`config.mk`:
```
export PLATFORM = sky130hd
export DESIGN_NAME = carrier_detect_ctrl
export DESIGN_NICKNAME = d
export VERILOG_FILES = /design/src/rtl/carrier_detect_ctrl_pkg.sv /design/src/rtl/win_accum.sv /design/src/rtl/carrier_detect_ctrl.sv
export SDC_FILE = /design/constraint.sdc
export NUM_CORES = 1
export LEC_CHECK = 0
export ABC_AREA = 1
export BUFFER_PORTS_ARGS = -buffer_cell sky130_fd_sc_hd__buf_2
export CORE_MARGIN = 3
export CORE_UTILIZATION = 30
export CTS_CLUSTER_SIZE = 14
export DETAILED_ROUTE_END_ITERATION = 10
export HOLD_SLACK_MARGIN = 0.1
export PLACE_DENSITY = 0.54
export SYNTH_ARGS = -nofsm -noshare
export SYNTH_HDL_FRONTEND = slang
export SYNTH_SLANG_ARGS = --single-unit
export TNS_END_PERCENT = 30
```
`constraint.sdc`:
```
create_clock -name clk -period 4.02 [get_ports clk]
set_clock_uncertainty 0.1 [all_clocks]
set_input_delay 0.603 -clock clk [delete_from_list [all_inputs] [get_ports clk]]
set_output_delay 0.603 -clock clk [all_outputs]
set_load 0.03 [all_outputs]
```
`src/rtl/carrier_detect_ctrl_pkg.sv`:
```
// Shared definitions for the carrier detector: FSM state encoding and
// accumulator width derivation.
package carrier_detect_ctrl_pkg;

  typedef enum logic [1:0] {
    IDLE   = 2'd0,
    CAND   = 2'd1,
    LOCKED = 2'd2
  } state_e;

  // Holds 2^win_log2 magnitudes of up to 2^width each without overflow.
  function automatic int unsigned acc_w(input int unsigned width, input int unsigned win_log2);
    return width + 1 + win_log2;
  endfunction

endpackage

```
`src/rtl/win_accum.sv`:
```
// Magnitude register plus windowed |I|+|Q| accumulator. Also exposes the
// window-end strobe and full sum one cycle early so the FSM can update with energy.
module win_accum
  import carrier_detect_ctrl_pkg::*;
#(
  parameter  int unsigned WIDTH    = 16,
  parameter  int unsigned WIN_LOG2 = 6,
  localparam int unsigned ACC_W    = acc_w(WIDTH, WIN_LOG2)
) (
  input  logic             clk,
  input  logic             rst,
  input  logic             en,
  input  logic             vld,
  input  logic [WIDTH-1:0] in_i,
  input  logic [WIDTH-1:0] in_q,
  output logic [ACC_W-1:0] energy,
  output logic             energy_vld,
  output logic             win_end_c,
  output logic [ACC_W-1:0] sum_c
);

  localparam int unsigned MAG_W = WIDTH + 1;

  logic [MAG_W-1:0]    mag;
  logic                mag_vld;
  logic [MAG_W-1:0]    mag_d;
  logic [ACC_W-1:0]    acc;
  logic [WIN_LOG2-1:0] cnt;

  // Sign-extend first so the most negative input maps to +2^(WIDTH-1).
  function automatic logic [MAG_W-1:0] abs_ext(input logic [WIDTH-1:0] x);
    logic [MAG_W-1:0] ext;
    ext = {x[WIDTH-1], x};
    return x[WIDTH-1] ? (~ext + MAG_W'(1)) : ext;
  endfunction

  assign mag_d     = abs_ext(in_i) + abs_ext(in_q);
  assign sum_c     = acc + ACC_W'(mag);
  assign win_end_c = mag_vld && (cnt == '1);

  always_ff @(posedge clk) begin
    if (rst || !en) begin
      mag        <= '0;
      mag_vld    <= 1'b0;
      acc        <= '0;
      cnt        <= '0;
      energy     <= '0;
      energy_vld <= 1'b0;
    end else begin
      mag_vld    <= vld;
      energy_vld <= win_end_c;
      if (vld) mag <= mag_d;
      if (mag_vld) cnt <= cnt + WIN_LOG2'(1);
      // Restart at zero so the next valid magnitude opens the new window.
      if (win_end_c) begin
        energy <= sum_c;
        acc    <= '0;
      end else if (mag_vld) begin
        acc <= sum_c;
      end
    end
  end

endmodule

```
`src/rtl/carrier_detect_ctrl.sv`:
```
// Energy-based carrier detector: windowed |I|+|Q| energy feeding a
// lock/unlock FSM with on/off hysteresis and consecutive-window qualification.
module carrier_detect_ctrl
  import carrier_detect_ctrl_pkg::*;
#(
  parameter  int unsigned WIDTH    = 16,
  parameter  int unsigned WIN_LOG2 = 6,
  parameter  int unsigned ON_CNT   = 2,
  parameter  int unsigned OFF_CNT  = 4,
  localparam int unsigned ACC_W    = acc_w(WIDTH, WIN_LOG2)
) (
  input  logic             clk,
  input  logic             rst,
  input  logic             en,
  input  logic             vld,
  input  logic [WIDTH-1:0] in_i,
  input  logic [WIDTH-1:0] in_q,
  input  logic [ACC_W-1:0] thr_on,
  input  logic [ACC_W-1:0] thr_off,
  output logic [ACC_W-1:0] energy,
  output logic             energy_vld,
  output logic             detect,
  output logic [1:0]       state
);

  localparam int unsigned ON_W  = $clog2(ON_CNT + 1);
  localparam int unsigned OFF_W = $clog2(OFF_CNT + 1);

  logic             win_end_c;
  logic [ACC_W-1:0] sum_c;

  state_e           state_q, state_d;
  logic [ON_W-1:0]  on_q, on_d;
  logic [OFF_W-1:0] off_q, off_d;
  logic             detect_q, detect_d;

  win_accum #(
    .WIDTH    (WIDTH),
    .WIN_LOG2 (WIN_LOG2)
  ) u_win_accum (
    .clk        (clk),
    .rst        (rst),
    .en         (en),
    .vld        (vld),
    .in_i       (in_i),
    .in_q       (in_q),
    .energy     (energy),
    .energy_vld (energy_vld),
    .win_end_c  (win_end_c),
    .sum_c      (sum_c)
  );

  always_ff @(posedge clk) begin
    if (rst || !en) begin
      state_q  <= IDLE;
      on_q     <= '0;
      off_q    <= '0;
      detect_q <= 1'b0;
    end else begin
      state_q  <= state_d;
      on_q     <= on_d;
      off_q    <= off_d;
      detect_q <= detect_d;
    end
  end

  // Evaluated on the window-end cycle so state lands with energy_vld.
  always_comb begin
    state_d = state_q;
    on_d    = on_q;
    off_d   = off_q;
    unique case (state_q)
      IDLE: begin
        if (win_end_c && (sum_c >= thr_on)) begin
          if (ON_CNT <= 1) begin
            state_d = LOCKED;
            on_d    = '0;
            off_d   = '0;
          end else begin
            state_d = CAND;
            on_d    = ON_W'(1);
          end
        end
      end
      CAND: begin
        if (win_end_c) begin
          if (sum_c >= thr_on) begin
            if ((on_q + ON_W'(1)) == ON_W'(ON_CNT)) begin
              state_d = LOCKED;
              on_d    = '0;
              off_d   = '0;
            end else begin
              on_d = on_q + ON_W'(1);
            end
          end else begin
            state_d = IDLE;
            on_d    = '0;
          end
        end
      end
      LOCKED: begin
        if (win_end_c) begin
          if (sum_c < thr_off) begin
            if ((off_q + OFF_W'(1)) == OFF_W'(OFF_CNT)) begin
              state_d = IDLE;
              off_d   = '0;
            end else begin
              off_d = off_q + OFF_W'(1);
            end
          end else begin
            off_d = '0;
          end
        end
      end
      default: begin
        state_d = IDLE;
        on_d    = '0;
        off_d   = '0;
      end
    endcase
    detect_d = (state_d == LOCKED);
  end

  assign state  = state_q;
  assign detect = detect_q;

endmodule
```
Yosys cells after proc, flatten, opt, wreduce, memory -nomap -nowiden --
Cells that the tools add are included.
Storage, ports and cells: bits in read-only memories 0, bits of input ports 82, bits in registers 79, latch bits 0, memories 0, memory bits (writable) 0, output and inout port bits 27
Operators by class: magnitude comparators 2, divide/modulo/power cells 0, bitwise logic cells 4, add/sub/neg operators 7, reductions and logical operators 8, shifts and indexed selects 0, multiply operators 0, eq/ne operators 11, multiplexer cells 22
Operators with widths (count):
- 17-bit by 1-bit adder with 17-bit output (second input constant) | 2
- 17-bit 2-to-1 mux | 2
- 17-bit inverter | 2
- 23-bit by 17-bit adder with 23-bit output | 1
- 23-bit greater-or-equal comparator | 1
- 23-bit < comparator | 1
- 2-bit 2-to-1 mux | 11
- 3-bit 2-to-1 mux | 6
- 17-bit adder | 1
- 2-bit one-hot mux with 3 select lines | 2
- 2-bit != test (second input constant) | 5
- 3-bit one-hot mux with 3 select lines | 1
- 6-bit by 1-bit adder with 6-bit output (second input constant) | 1
- 2-bit equality test (second input constant) | 3
- 6-bit equality test (second input constant) | 1
- 5-bit AND reduction | 1
- 3-bit by 1-bit adder with 3-bit output (second input constant) | 1
- 3-bit equality test (second input constant) | 1
- 3-bit AND reduction | 1
- 2-bit by 1-bit adder with 2-bit output (second input constant) | 1
- 2-bit by 1-bit equality test with 1-bit output (second input constant) | 1
- 1-bit logical AND | 2
- 2-bit zero test | 1
- 1-bit inverter | 2
- 3 further kinds | 3

Longest topological paths before layout --
word-level depth 7, gate-level depth with buffers 23

Modules after synthesis --
From an unflattened synthesis, not the netlist that was laid out.
Unflattened totals: cell total of the unflattened synthesis 1196, area, all modules 7270.7 µm²
By module, submodules not included:
- win_accum | cells each 899, area an instance 5495.3 µm², seq. area each 1421.4 µm², times used 1
- carrier_detect_ctrl | cells each 297, area an instance 1775.5 µm², seq. area each 160.2 µm², times used 1

Worst setup path after synthesis --
No wires, ideal clock.
path type reg2reg, start register u_win_accum.acc[0], end register on_q[0], arrival 2.765 ns, cell stages (with the launch flop) 24, required time 3.805 ns, setup time 0.115 ns, path slack 1.040 ns, clock period less this slack 2.980 ns, cell sequence dfxtp_1 > ha_1 > fa_1 > nand2_1 > nand2_1 > o21ai_2 > o21ai_4 > nand3b_1 > nand2_1 > xor2_1 > inv_1 > ha_1 > nand2_1 > inv_1 > nand2_1 > nand2_1 > nand2_1 > nand2_1 > nand2_1 > nand4_1 > nand3_1 > nand3_1 > nand2_1 > nor2_1
Between the ends: cells in the longest elaborated chain, start to end 5, elaborated cells between the ends (all ways) 8
Ends and longest elaborated chain:
- start: declaration | line win_accum.sv:27 | logic [ACC_W-1:0] acc;
- start signal: assignment | line win_accum.sv:59 | acc <= sum_c;
- 23-bit by 17-bit adder with 23-bit output (*) | line win_accum.sv:38 | assign sum_c = acc + ACC_W'(mag);
- net sum_c[10] | line carrier_detect_ctrl.sv:30 | logic [ACC_W-1:0] sum_c;
- 23-bit greater-or-equal comparator (*) | line carrier_detect_ctrl.sv:74, carrier_detect_ctrl.sv:87
- 2-bit 2-to-1 mux or 1-bit logical AND (tied branches) | line carrier_detect_ctrl.sv:87, carrier_detect_ctrl.sv:74
- 2-bit 2-to-1 mux or 2-bit != test (tied branches)
- 2-bit one-hot mux with 3 select lines or 3-bit AND reduction (tied branches)
- end signal: assignment | line carrier_detect_ctrl.sv:61 | on_q <= on_d;
- end: declaration | line carrier_detect_ctrl.sv:33 | logic [ON_W-1:0] on_q, on_d;
The timed path passes the listed nets; every way through them passes the cells marked *. The select of a mux whose other input is x is not followed. A chain may end at the register's enable or synchronous reset.

Worst setup path after layout --
Ends and elaborated chain as after synthesis.

==> out/qor.yml <==
route:
  wirelength_microns: 18500
  drc: 0
  dr.pass1.iters: 4
  avgViaCountPerCell: 4.53
  vias: 6650
  first_iter_violations: 281
  wl_per_cell_microns: 12.6
  drtAntennaViolNets: 0
sta:
  drv_slew: 0
  period_share_pct: 86.7
  worstMarginPinSlew_ns: 0.503
  slew_headroom_pct: 66.4
  finalSetupViolCount: 0
  rsz0062_at_grt: "no"
  period_minus_slack_ns: 3.49
  finalSetupTns_ns: 0
  fmax_ghz: 0.287
  hold_viol_final: 0
  setup_slack_ns: 0.534
pwr:
  vdd_drop_max_uv: 186
  p_per_area_nw_per_um2: 304
  p_comb_share_pct: 23.9
  p_leak_nw: 4.41
  p_sw_mw: 0.716
  sw_frac_of_total_pct: 28.7
  p_int_mw: 1.78
  pwr-share-seq_pct: 32.6
  p_clk_share_pct: 43.5
floorplanning:
  die_w_microns: 158
  die_y_microns: 158
  die_area_sq_um: 25000
  coreArea_sq_um: 22700
  io_pins: 109
  fp-row-count: 55
  start_util_pct: 30.6
logic_synthesis:
  ys_ff_latch: 79
  synthDominantCellAreaShare_pct: 22.8
  yosysTopAreaCell: "dfxtp_1"
  syn_nets: 1239
  async_flop_share_pct: 0
  yosysWarnings: 0
  synth_top_family_by_area: "simple AND/OR/NAND/NOR gates"
  synth_flop_cell: "dfxtp_1"
  synthAdderAreaFrac_pct: 15.5
  syn_area_per_cell_sq_um: 6.48
  synthesis.area_sq_um: 6940
  syn_inst: 1072
  netlist_top_cells_area: "dfxtp_1 (23%), ha_1 (15%), nand2_1 (14%), inv_1 (9.3%), nor2_1 (6.1%)"
  synth-xor-area-share_pct: 6.38
  synth_commonest_cells: "nand2_1 (258), inv_1 (172), nor2_1 (112), a21oi_1 (83), ha_1 (83)"
  synth_edf_count: 0
  synth.most_common_cell: "nand2_1"
  synth.distinct_cells: 45
  ys_seq_area_share_pct: 22.8
  synth_compound_area_share_pct: 14.5
  synthSimpleGateAreaFrac_pct: 29.9
  synth.area.mux_share_pct: 0
clock_network:
  clock_latency_ns: 0.35
  max-clock-path-buffers: 2
  cts_sinks: 79
  clkSlewWorstSetupHoldPaths_ns: 0.06
  cts-buffers-inserted: 9
  cts_setup_buffers: 0
  cts_tree: "yes"
  cts_resized: 0
  hold_buffers: 0
  root_buffer: "clkbuf_16"
  h-tree-depth: 3
placement:
  dp.cells: 1452
  port_buffers: 108
  gp_congestion: 0.922
  hpwl_microns: 15300
  place_ws_ns: 0.556
status:
  outcome: "completed"
worst_setup_path:
  crit_fanout: 5
  path_class: "flip-flop to flip-flop"
  worst_ep_required_time_ns: 4.16
  worstSetupEndpointType: "flip-flop"
  cp-start-kind: "flip-flop"
  cp.arrival_ns: 3.63
job:
  maxCapViolCount: 0
cells_and_area:
  final-instance-count-excl-fill: 1468
  fillCellCount: 2482
  layout.nets: 1345
  final_util_pct: 36.1
  drive_above_1_share_pct: 15.1
  area_growth_pct: 18.0
  n_antenna_cell: 0
global_route:
  grt_antenna_before_repair: 0
  grt_usage_pct: 15.0
  gr-total-overflow: 0
  grt_max_degree: 39
  grt_first_pass_wirelength_microns: 30300
  grt_pass1_vias: 6308
min_path:
  hold_class: "flip-flop to flip-flop"
-- path summary, 6_finish.rpt --
path	from	end	slack (ns)	cells after the start
min reg2reg	on_q[1]	on_q[1]	0.35	2
max reg2reg	u_win_accum.acc[0]	on_q[0]	0.53	20
max	u_win_accum.acc[0]	on_q[0]	0.53	20
min	on_q[1]	on_q[1]	0.35	2
-- sequential cells by signal (all words and copies together), names as in the netlist --
signal,cells
u_win_accum.cnt,6
u_win_accum.energy,23
u_win_accum.acc,23
u_win_accum.energy_vld,1
state,2
on_q,2
u_win_accum.mag,17
u_win_accum.mag_vld,1
off_q,3
detect,1
-- cells by family (layout without fill, tap and decap cells) --
kind of cell / count (synthesis) / count (layout)
and+or+nand+nor: 482 / 482
adders and majority gates: 85 / 85
xor gates and xnor gates: 48 / 48
AOI/OAI and AO/OA: 179 / 179
DFF: 79 / 79
buffers and inverters: 199 / 310
-- cell type report --
class                      instances  area (sq um)  share of cell area (%)
multi-input combinational        794          4600                    56.1
sequential                        79          1580                    19.3
inverter                         180           676                    8.25
timing repair buffer             114           586                    7.15
tap                              285           357                    4.35
clock buffer                      10           239                    2.92
clock inverter                     6           155                    1.89
-- per-layer routing --
layer  vias up  wire length, microns  global-route usage [%]
met5         -                     0                       0
met4         0                   183                    3.48
met3        11                   927                    2.60
met2       138                  8000                    25.1
met1      2836                  9410                    20.3
li1       3665                     -                       -
-- per-stage QoR --
step | power, mW | area [sq um] | hold WS [ns]
4_1_cts | 2.53 | 8190 | 0.348
3_3_place_gp | 1.43 | 7800 | 0.334
3_5_place_dp | 1.43 | 7800 | 0.335
2_1_floorplan | 1.25 | 6940 | 0.322
5_1_grt | 2.65 | 8190 | 0.363
6_report | 2.49 | 8190 | 0.345
-- placed cells by master, fill, tap and decap left out, types with 6 or more instances in the layout --
cell type,instances
nand2_1,258
inv_1,172
nor2_1,112
buf_2,108
a21oi_1,83
ha_1,83
dfxtp_1,79
o21ai_0,45
nand3_1,42
xor2_1,34
nand4_1,21
o21ai_1,17
nor3_1,12
xnor2_1,11
nand2_2,9
clkbuf_16,9
inv_2,8
nor2_2,6
buf_4,6
-- critical path, stage by stage (launching register included) --
cell and delay, ns:
dfxtp_1 0.31, ha_1 0.23, fa_1 0.41, nand2_1 0.09, nand2_1 0.06, o21ai_2 0.11, o21ai_4 0.12, nand3b_1 0.11
nand2_1 0.06, xor2_1 0.25, inv_1 0.13, ha_1 0.31, nand2_1 0.07, inv_1 0.08, nand2_1 0.06, nor3_1 0.17
nand2_1 0.12, nand4_1 0.21, nand3_1 0.18, a21oi_1 0.16, nor2_1 0.06
-- power groups by stage --
stage	registers (mW)	logic (mW)	clock network, mW
after detailed placement	0.829	0.598	0
after CTS	0.811	0.602	1.11
after floorplan	0.824	0.429	0
final	0.812	0.596	1.08
after global routing	0.813	0.689	1.14
after global placement	0.829	0.597	0
Power figures use the tool's default switching activity.
